$ cat config.mk
export PLATFORM = sky130hd
export DESIGN_NAME = spi_flash_writer_flat
export DESIGN_NICKNAME = d
export VERILOG_FILES = /design/src/rtl/spi_flash_writer_if.sv /design/src/rtl/spi_flash_writer.sv /design/src/flat_wrapper.sv
export SDC_FILE = /design/constraint.sdc
export NUM_CORES = 1
export LEC_CHECK = 0
export ABC_AREA = 1
export CAP_MARGIN = 20
export CORE_MARGIN = 2
export CORE_UTILIZATION = 29
export CTS_CLUSTER_DIAMETER = 50
export DETAILED_ROUTE_END_ITERATION = 8
export HOLD_SLACK_MARGIN = 0.02
export SYNTH_ARGS = -nofsm -noshare
export SYNTH_HDL_FRONTEND = slang
export SYNTH_SLANG_ARGS = --single-unit
$ cat constraint.sdc
create_clock -name clk -period 4.55 [get_ports clk]
set_clock_uncertainty 0.2 [all_clocks]
set_input_delay 0.6825 -clock clk [delete_from_list [all_inputs] [get_ports clk]]
set_output_delay 0.6825 -clock clk [all_outputs]
set_load 0.005 [all_outputs]
$ cat src/rtl/spi_flash_writer_if.sv
// spi_flash_writer_if: word-write request bus between a host and spi_flash_writer
// wstrb/word_address/wdata carry a one-word program request; wbusy/status report progress.
interface spi_flash_writer_if;
  logic        wstrb;
  logic [21:0] word_address;
  logic [31:0] wdata;
  logic        wbusy;
  logic [7:0]  status;
  modport master (output wstrb, word_address, wdata, input wbusy, status);
  modport slave (input wstrb, word_address, wdata, output wbusy, status);
endinterface

$ cat src/rtl/spi_flash_writer.sv
// spi_flash_writer: programs one 32-bit word into SPI NOR flash (WREN, PAGE PROGRAM, RDSR poll)
// Ports: clk, reset (async, active-high); bus (slave: wstrb, word_address, wdata in; wbusy, status out);
//        CLK, CS_N, MOSI to the flash; MISO from the flash.
module spi_flash_writer #(
  parameter int unsigned GAP_CYCLES = 2
) (
  input  logic clk,
  input  logic reset,
  spi_flash_writer_if.slave bus,
  output logic CLK,
  output logic CS_N,
  output logic MOSI,
  input  logic MISO
);
  typedef enum logic [2:0] {IDLE, WREN, GAP1, PROG, GAP2, POLL, GAP3} state_t;
  localparam logic [6:0] GAP_LD = 7'(GAP_CYCLES - 1);
  state_t state, state_n;
  logic [6:0] cnt, cnt_n;
  logic [63:0] sh, sh_n;
  logic [7:0] status, status_n;
  logic [53:0] frame, frame_n;
  logic done, active;
  assign done = cnt == 7'd0;
  assign active = state == WREN || state == PROG || state == POLL;
  assign CS_N = ~active;
  // SPI clock rises mid-cycle, so MOSI (updated on clk posedge) is stable at its rising edge
  assign CLK = active & ~clk;
  assign MOSI = sh[63];
  assign bus.wbusy = state != IDLE;
  assign bus.status = status;
  always_comb begin
    state_n = state;
    cnt_n = done ? 7'd0 : cnt - 7'd1;
    // status bits enter at the bottom during the last 8 POLL cycles; zeros are shifted in elsewhere
    sh_n = {sh[62:0], (state == POLL && cnt < 7'd8) ? MISO : 1'b0};
    status_n = status;
    frame_n = frame;
    case (state)
      IDLE: if (bus.wstrb) begin
        state_n = WREN;
        cnt_n = 7'd7;
        sh_n = {8'h06, 56'd0};
        frame_n = {bus.word_address, bus.wdata};
      end
      WREN: if (done) begin
        state_n = GAP1;
        cnt_n = GAP_LD;
        sh_n = '0;
      end
      GAP1: if (done) begin
        state_n = PROG;
        cnt_n = 7'd63;
        sh_n = {8'h02, frame[53:32], 2'b00, frame[7:0], frame[15:8], frame[23:16], frame[31:24]};
      end
      PROG: if (done) begin
        state_n = GAP2;
        cnt_n = GAP_LD;
        sh_n = '0;
      end
      GAP2, GAP3: if (done) begin
        state_n = POLL;
        cnt_n = 7'd15;
        sh_n = {8'h05, 56'd0};
      end
      POLL: if (done) begin
        status_n = {sh[6:0], MISO};
        state_n = MISO ? GAP3 : IDLE;
        cnt_n = MISO ? GAP_LD : 7'd0;
        sh_n = '0;
      end
      default: state_n = IDLE;
    endcase
  end
  always_ff @(posedge clk or posedge reset) begin
    if (reset) begin
      state <= IDLE;
      cnt <= '0;
      sh <= '0;
      status <= '0;
      frame <= '0;
    end else begin
      state <= state_n;
      cnt <= cnt_n;
      sh <= sh_n;
      status <= status_n;
      frame <= frame_n;
    end
  end
endmodule
$ cat src/flat_wrapper.sv
// flat-port wrapper written by rule: the top's interface ports become plain ports
module spi_flash_writer_flat 
#(
  parameter int unsigned GAP_CYCLES = 2
)
  (clk, reset, CLK, CS_N, MOSI, MISO, bus_wstrb, bus_word_address, bus_wdata, bus_wbusy, bus_status);
  spi_flash_writer_if bus_i ();
  input  logic clk;
  input  logic reset;
  output logic CLK;
  output logic CS_N;
  output logic MOSI;
  input  logic MISO;
  input wire logic [$bits(bus_i.wstrb)-1:0] bus_wstrb;
  input wire logic [$bits(bus_i.word_address)-1:0] bus_word_address;
  input wire logic [$bits(bus_i.wdata)-1:0] bus_wdata;
  output wire logic [$bits(bus_i.wbusy)-1:0] bus_wbusy;
  output wire logic [$bits(bus_i.status)-1:0] bus_status;
  assign bus_i.wstrb = bus_wstrb;
  assign bus_i.word_address = bus_word_address;
  assign bus_i.wdata = bus_wdata;
  assign bus_wbusy = bus_i.wbusy;
  assign bus_status = bus_i.status;
  spi_flash_writer #(.GAP_CYCLES(GAP_CYCLES)) u_core (.clk(clk), .reset(reset), .bus(bus_i), .CLK(CLK), .CS_N(CS_N), .MOSI(MOSI), .MISO(MISO));
endmodule
==> metrics.txt <==
Hold Fails Final Rpt 0; number of antenna violations at the first check in global routing 0; final core occ 0.369; initial core utilization 0.293; DRC errors left 0; number of distinct library cells after synthesis 34; number of nets at the end of the flow 717; dpl hpwl 7460 um; Port Buf Inserts 69; leakage dissipation 3.48 nW; portion of the post-synthesis area used by sequential elements 0.579; final hold slack 0.255 ns; Die Wd 146 um; Diodes inserted 0; via density per instance 4.18; area of the die 0.0214 mm^2; worst slew margin relative to its limit 0.376; Final Wtd Congestion 0.812; clock-pin slew on the worst setup and hold paths 0.06 ns; Gates resized, CTS repair 0; worst-case setup slack after placement 0.828 ns; post-synthesis register bit count 136; dpl cell area 0.00673 mm^2; peak supply drop 0.240 mV; final routed wire length divided by cell count 12.5 um; number of routed nets with antenna violations 0; DRT Wirelength 11800 um; share of cells above drive strength 1 0.234; Vias 3927; global route total overflow 0; filler cell count 2077; maximum number of pins on one net before global-route repair 93; Avg Synthesized Cell Area 9.98 um^2; met2 demand-to-capacity share in global routing 0.177; first-pass GRT wire length 20200 um; post-CTS setup buffer count 0; Synth-to-Final Area Change 25.6%; io pins 70; global-route usage over all layers 0.122; vias in the first global route 3969; Synth warnings 0; area occupied by registers 0.00340 mm^2; floorplan core area 0.0200 mm^2; Final Worst Setup Slack 0.547 ns; final-report setup violation count 0; layer with the highest usage after global routing met2; Clock Latency Late Sink 0.53 ns; TritonCTS clock tree built; number of hold buffers added after cts 0; status completed; total nets after synthesis 649; met3 capacity usage during global routing 0.0481; Iter 0 DRT Violations 195; synthesized area 0.00588 mm^2; area of combinational cells with multiple inputs 0.00197 mm^2; startpoint type of the worst setup path clock port; Arr. time, crit path 3.12 ns; Maximum Capacitance Violations 0; Site Rows 52; critical path data required time 3.67 ns; synthesized instance count 589; met1 track demand over resource in global routing 0.165; setup TNS 0 ns; Worst Tran Pin Value 0.936 ns; 1st-pass router iterations 5; post-route design area 0.00739 mm^2; Power Dens Cells 379 mW/mm^2; Hold WC Path Type reg2reg; Setup crit end kind output pin; vertical die dimension 146 um; Critical Setup Path Class clk2out; setup repair after global routing missed its margin false; number of max-slew violations in the final report 0; highest net fanout along the worst path 2
[cells by family (layout without fill, tap and decap cells)]
group | count (synthesis) | in the layout | synth area share
compound gates | 137 | 137 | 0.154
xor+xnor | 2 | 2 | 0.00298
fa+ha+maj | 2 | 2 | 0.00426
buf+inv | 106 | 187 | 0.0873
flops | 136 | 136 | 0.579
simple gates | 206 | 206 | 0.173
[per-stage QoR]
| step | std cells | total power [mW] |
|---|---|---|
| 2_1_floorplan | 589 | 1.26 |
| 3_3_place_gp | 905 | 1.34 |
| 3_5_place_dp | 905 | 1.34 |
| 4_1_cts | 940 | 2.84 |
| 5_1_grt | 940 | 2.91 |
| 6_report | 940 | 2.80 |
[power breakdown]
part | internal [mW] | total (mW) | switching [mW]
combinational | 0.0448 | 0.0798 | 0.0350
sequential | 1.21 | 1.21 | 0
clock | 0.939 | 1.51 | 0.569
[flip-flops by register name, indices dropped and copies added, names as in the netlist]
register	flops
u_core.sh	64
u_core.bus.status	8
u_core.state	3
u_core.cnt	7
u_core.frame	54
[worst max-delay path: stages]
cell and delay [ns]:
sky130_fd_sc_hd__clkbuf_16 0.12, sky130_fd_sc_hd__clkbuf_16 0.13, sky130_fd_sc_hd__nor2_1 0.09, sky130_fd_sc_hd__clkdlybuf4s50_1 0.51
[synth_stat cells]
cell type / instances / area share
sky130_fd_sc_hd__nand4_1: 2 / 0.0021
sky130_fd_sc_hd__o21ai_0: 64 / 0.054
sky130_fd_sc_hd__o22ai_2: 1 / 0.0021
sky130_fd_sc_hd__nor2_4: 2 / 0.0038
sky130_fd_sc_hd__clkbuf_1: 1 / 0.00064
sky130_fd_sc_hd__nor2_2: 3 / 0.0032
sky130_fd_sc_hd__a21oi_1: 8 / 0.0068
sky130_fd_sc_hd__a31oi_1: 3 / 0.0032
sky130_fd_sc_hd__xor2_1: 2 / 0.0030
sky130_fd_sc_hd__buf_8: 5 / 0.013
sky130_fd_sc_hd__nand3_1: 19 / 0.016
sky130_fd_sc_hd__nand2_2: 53 / 0.056
sky130_fd_sc_hd__nor3_1: 2 / 0.0017
sky130_fd_sc_hd__clkinv_1: 1 / 0.00064
sky130_fd_sc_hd__o21ai_2: 49 / 0.073
sky130_fd_sc_hd__a211oi_1: 1 / 0.0013
sky130_fd_sc_hd__nand3_4: 1 / 0.0030
sky130_fd_sc_hd__or2_2: 1 / 0.0011
sky130_fd_sc_hd__nand2_8: 1 / 0.0034
sky130_fd_sc_hd__nand3b_1: 3 / 0.0038
sky130_fd_sc_hd__buf_6: 2 / 0.0038
sky130_fd_sc_hd__o21ai_1: 3 / 0.0026
sky130_fd_sc_hd__inv_4: 1 / 0.0011
sky130_fd_sc_hd__dfrtp_1: 136 / 0.58
sky130_fd_sc_hd__buf_4: 7 / 0.0089
sky130_fd_sc_hd__o21a_1: 1 / 0.0013
sky130_fd_sc_hd__nand2_1: 108 / 0.069
sky130_fd_sc_hd__inv_1: 73 / 0.047
sky130_fd_sc_hd__a21boi_0: 7 / 0.0089
sky130_fd_sc_hd__ha_1: 2 / 0.0043
sky130_fd_sc_hd__buf_2: 12 / 0.010
sky130_fd_sc_hd__inv_2: 4 / 0.0026
sky130_fd_sc_hd__nor2_1: 9 / 0.0057
sky130_fd_sc_hd__nand3_2: 2 / 0.0034
[routing by layer]
| metal | routed length [um] | vias up | part of all wire |
|---|---|---|---|
| li1 | - | 2005 | - |
| met1 | 5780 | 1822 | 0.49 |
| met2 | 5260 | 81 | 0.45 |
| met3 | 572 | 19 | 0.049 |
| met4 | 161 | 0 | 0.014 |
| met5 | 0 | - | 0 |
[path summary, 6_finish.rpt]
check,slack [ns],to,startpoint,depth (start not counted)
worst max-delay path,0.55,CLK,clk,4
worst min-delay path,0.26,u_core.sh[25],u_core.sh[24],2
worst max register to register,1.80,u_core.sh[0],u_core.cnt[0],10
worst min register to register,0.26,u_core.sh[25],u_core.sh[24],2
max in group asynchronous,2.79,u_core.frame[26],reset,3
min in group asynchronous,0.52,u_core.sh[63],reset,2
[placed cells by master (no fill, tap or decap), drive strengths merged, types with 4 or more instances in the layout]
master         synthesis  final
buf                   26      4
inv                   78     81
clkdlybuf4s50          0     69
nor2                  14     14
a21boi                 7      7
dfrtp                136    136
nand3                 22     22
a21oi                  8      8
o21ai                116    116
clkinv                 1      7
clkbuf                 1     21
nand2                162    162
[cell type report]
type                       instances  area share
inverter                          79      0.0412
tap                              270      0.0457
sequential                       136       0.461
multi-input combinational        347       0.266
clock inverter                    14      0.0202
clock buffer                      22      0.0696
timing repair buffer              72      0.0962
(Power assumes the default switching activity.)
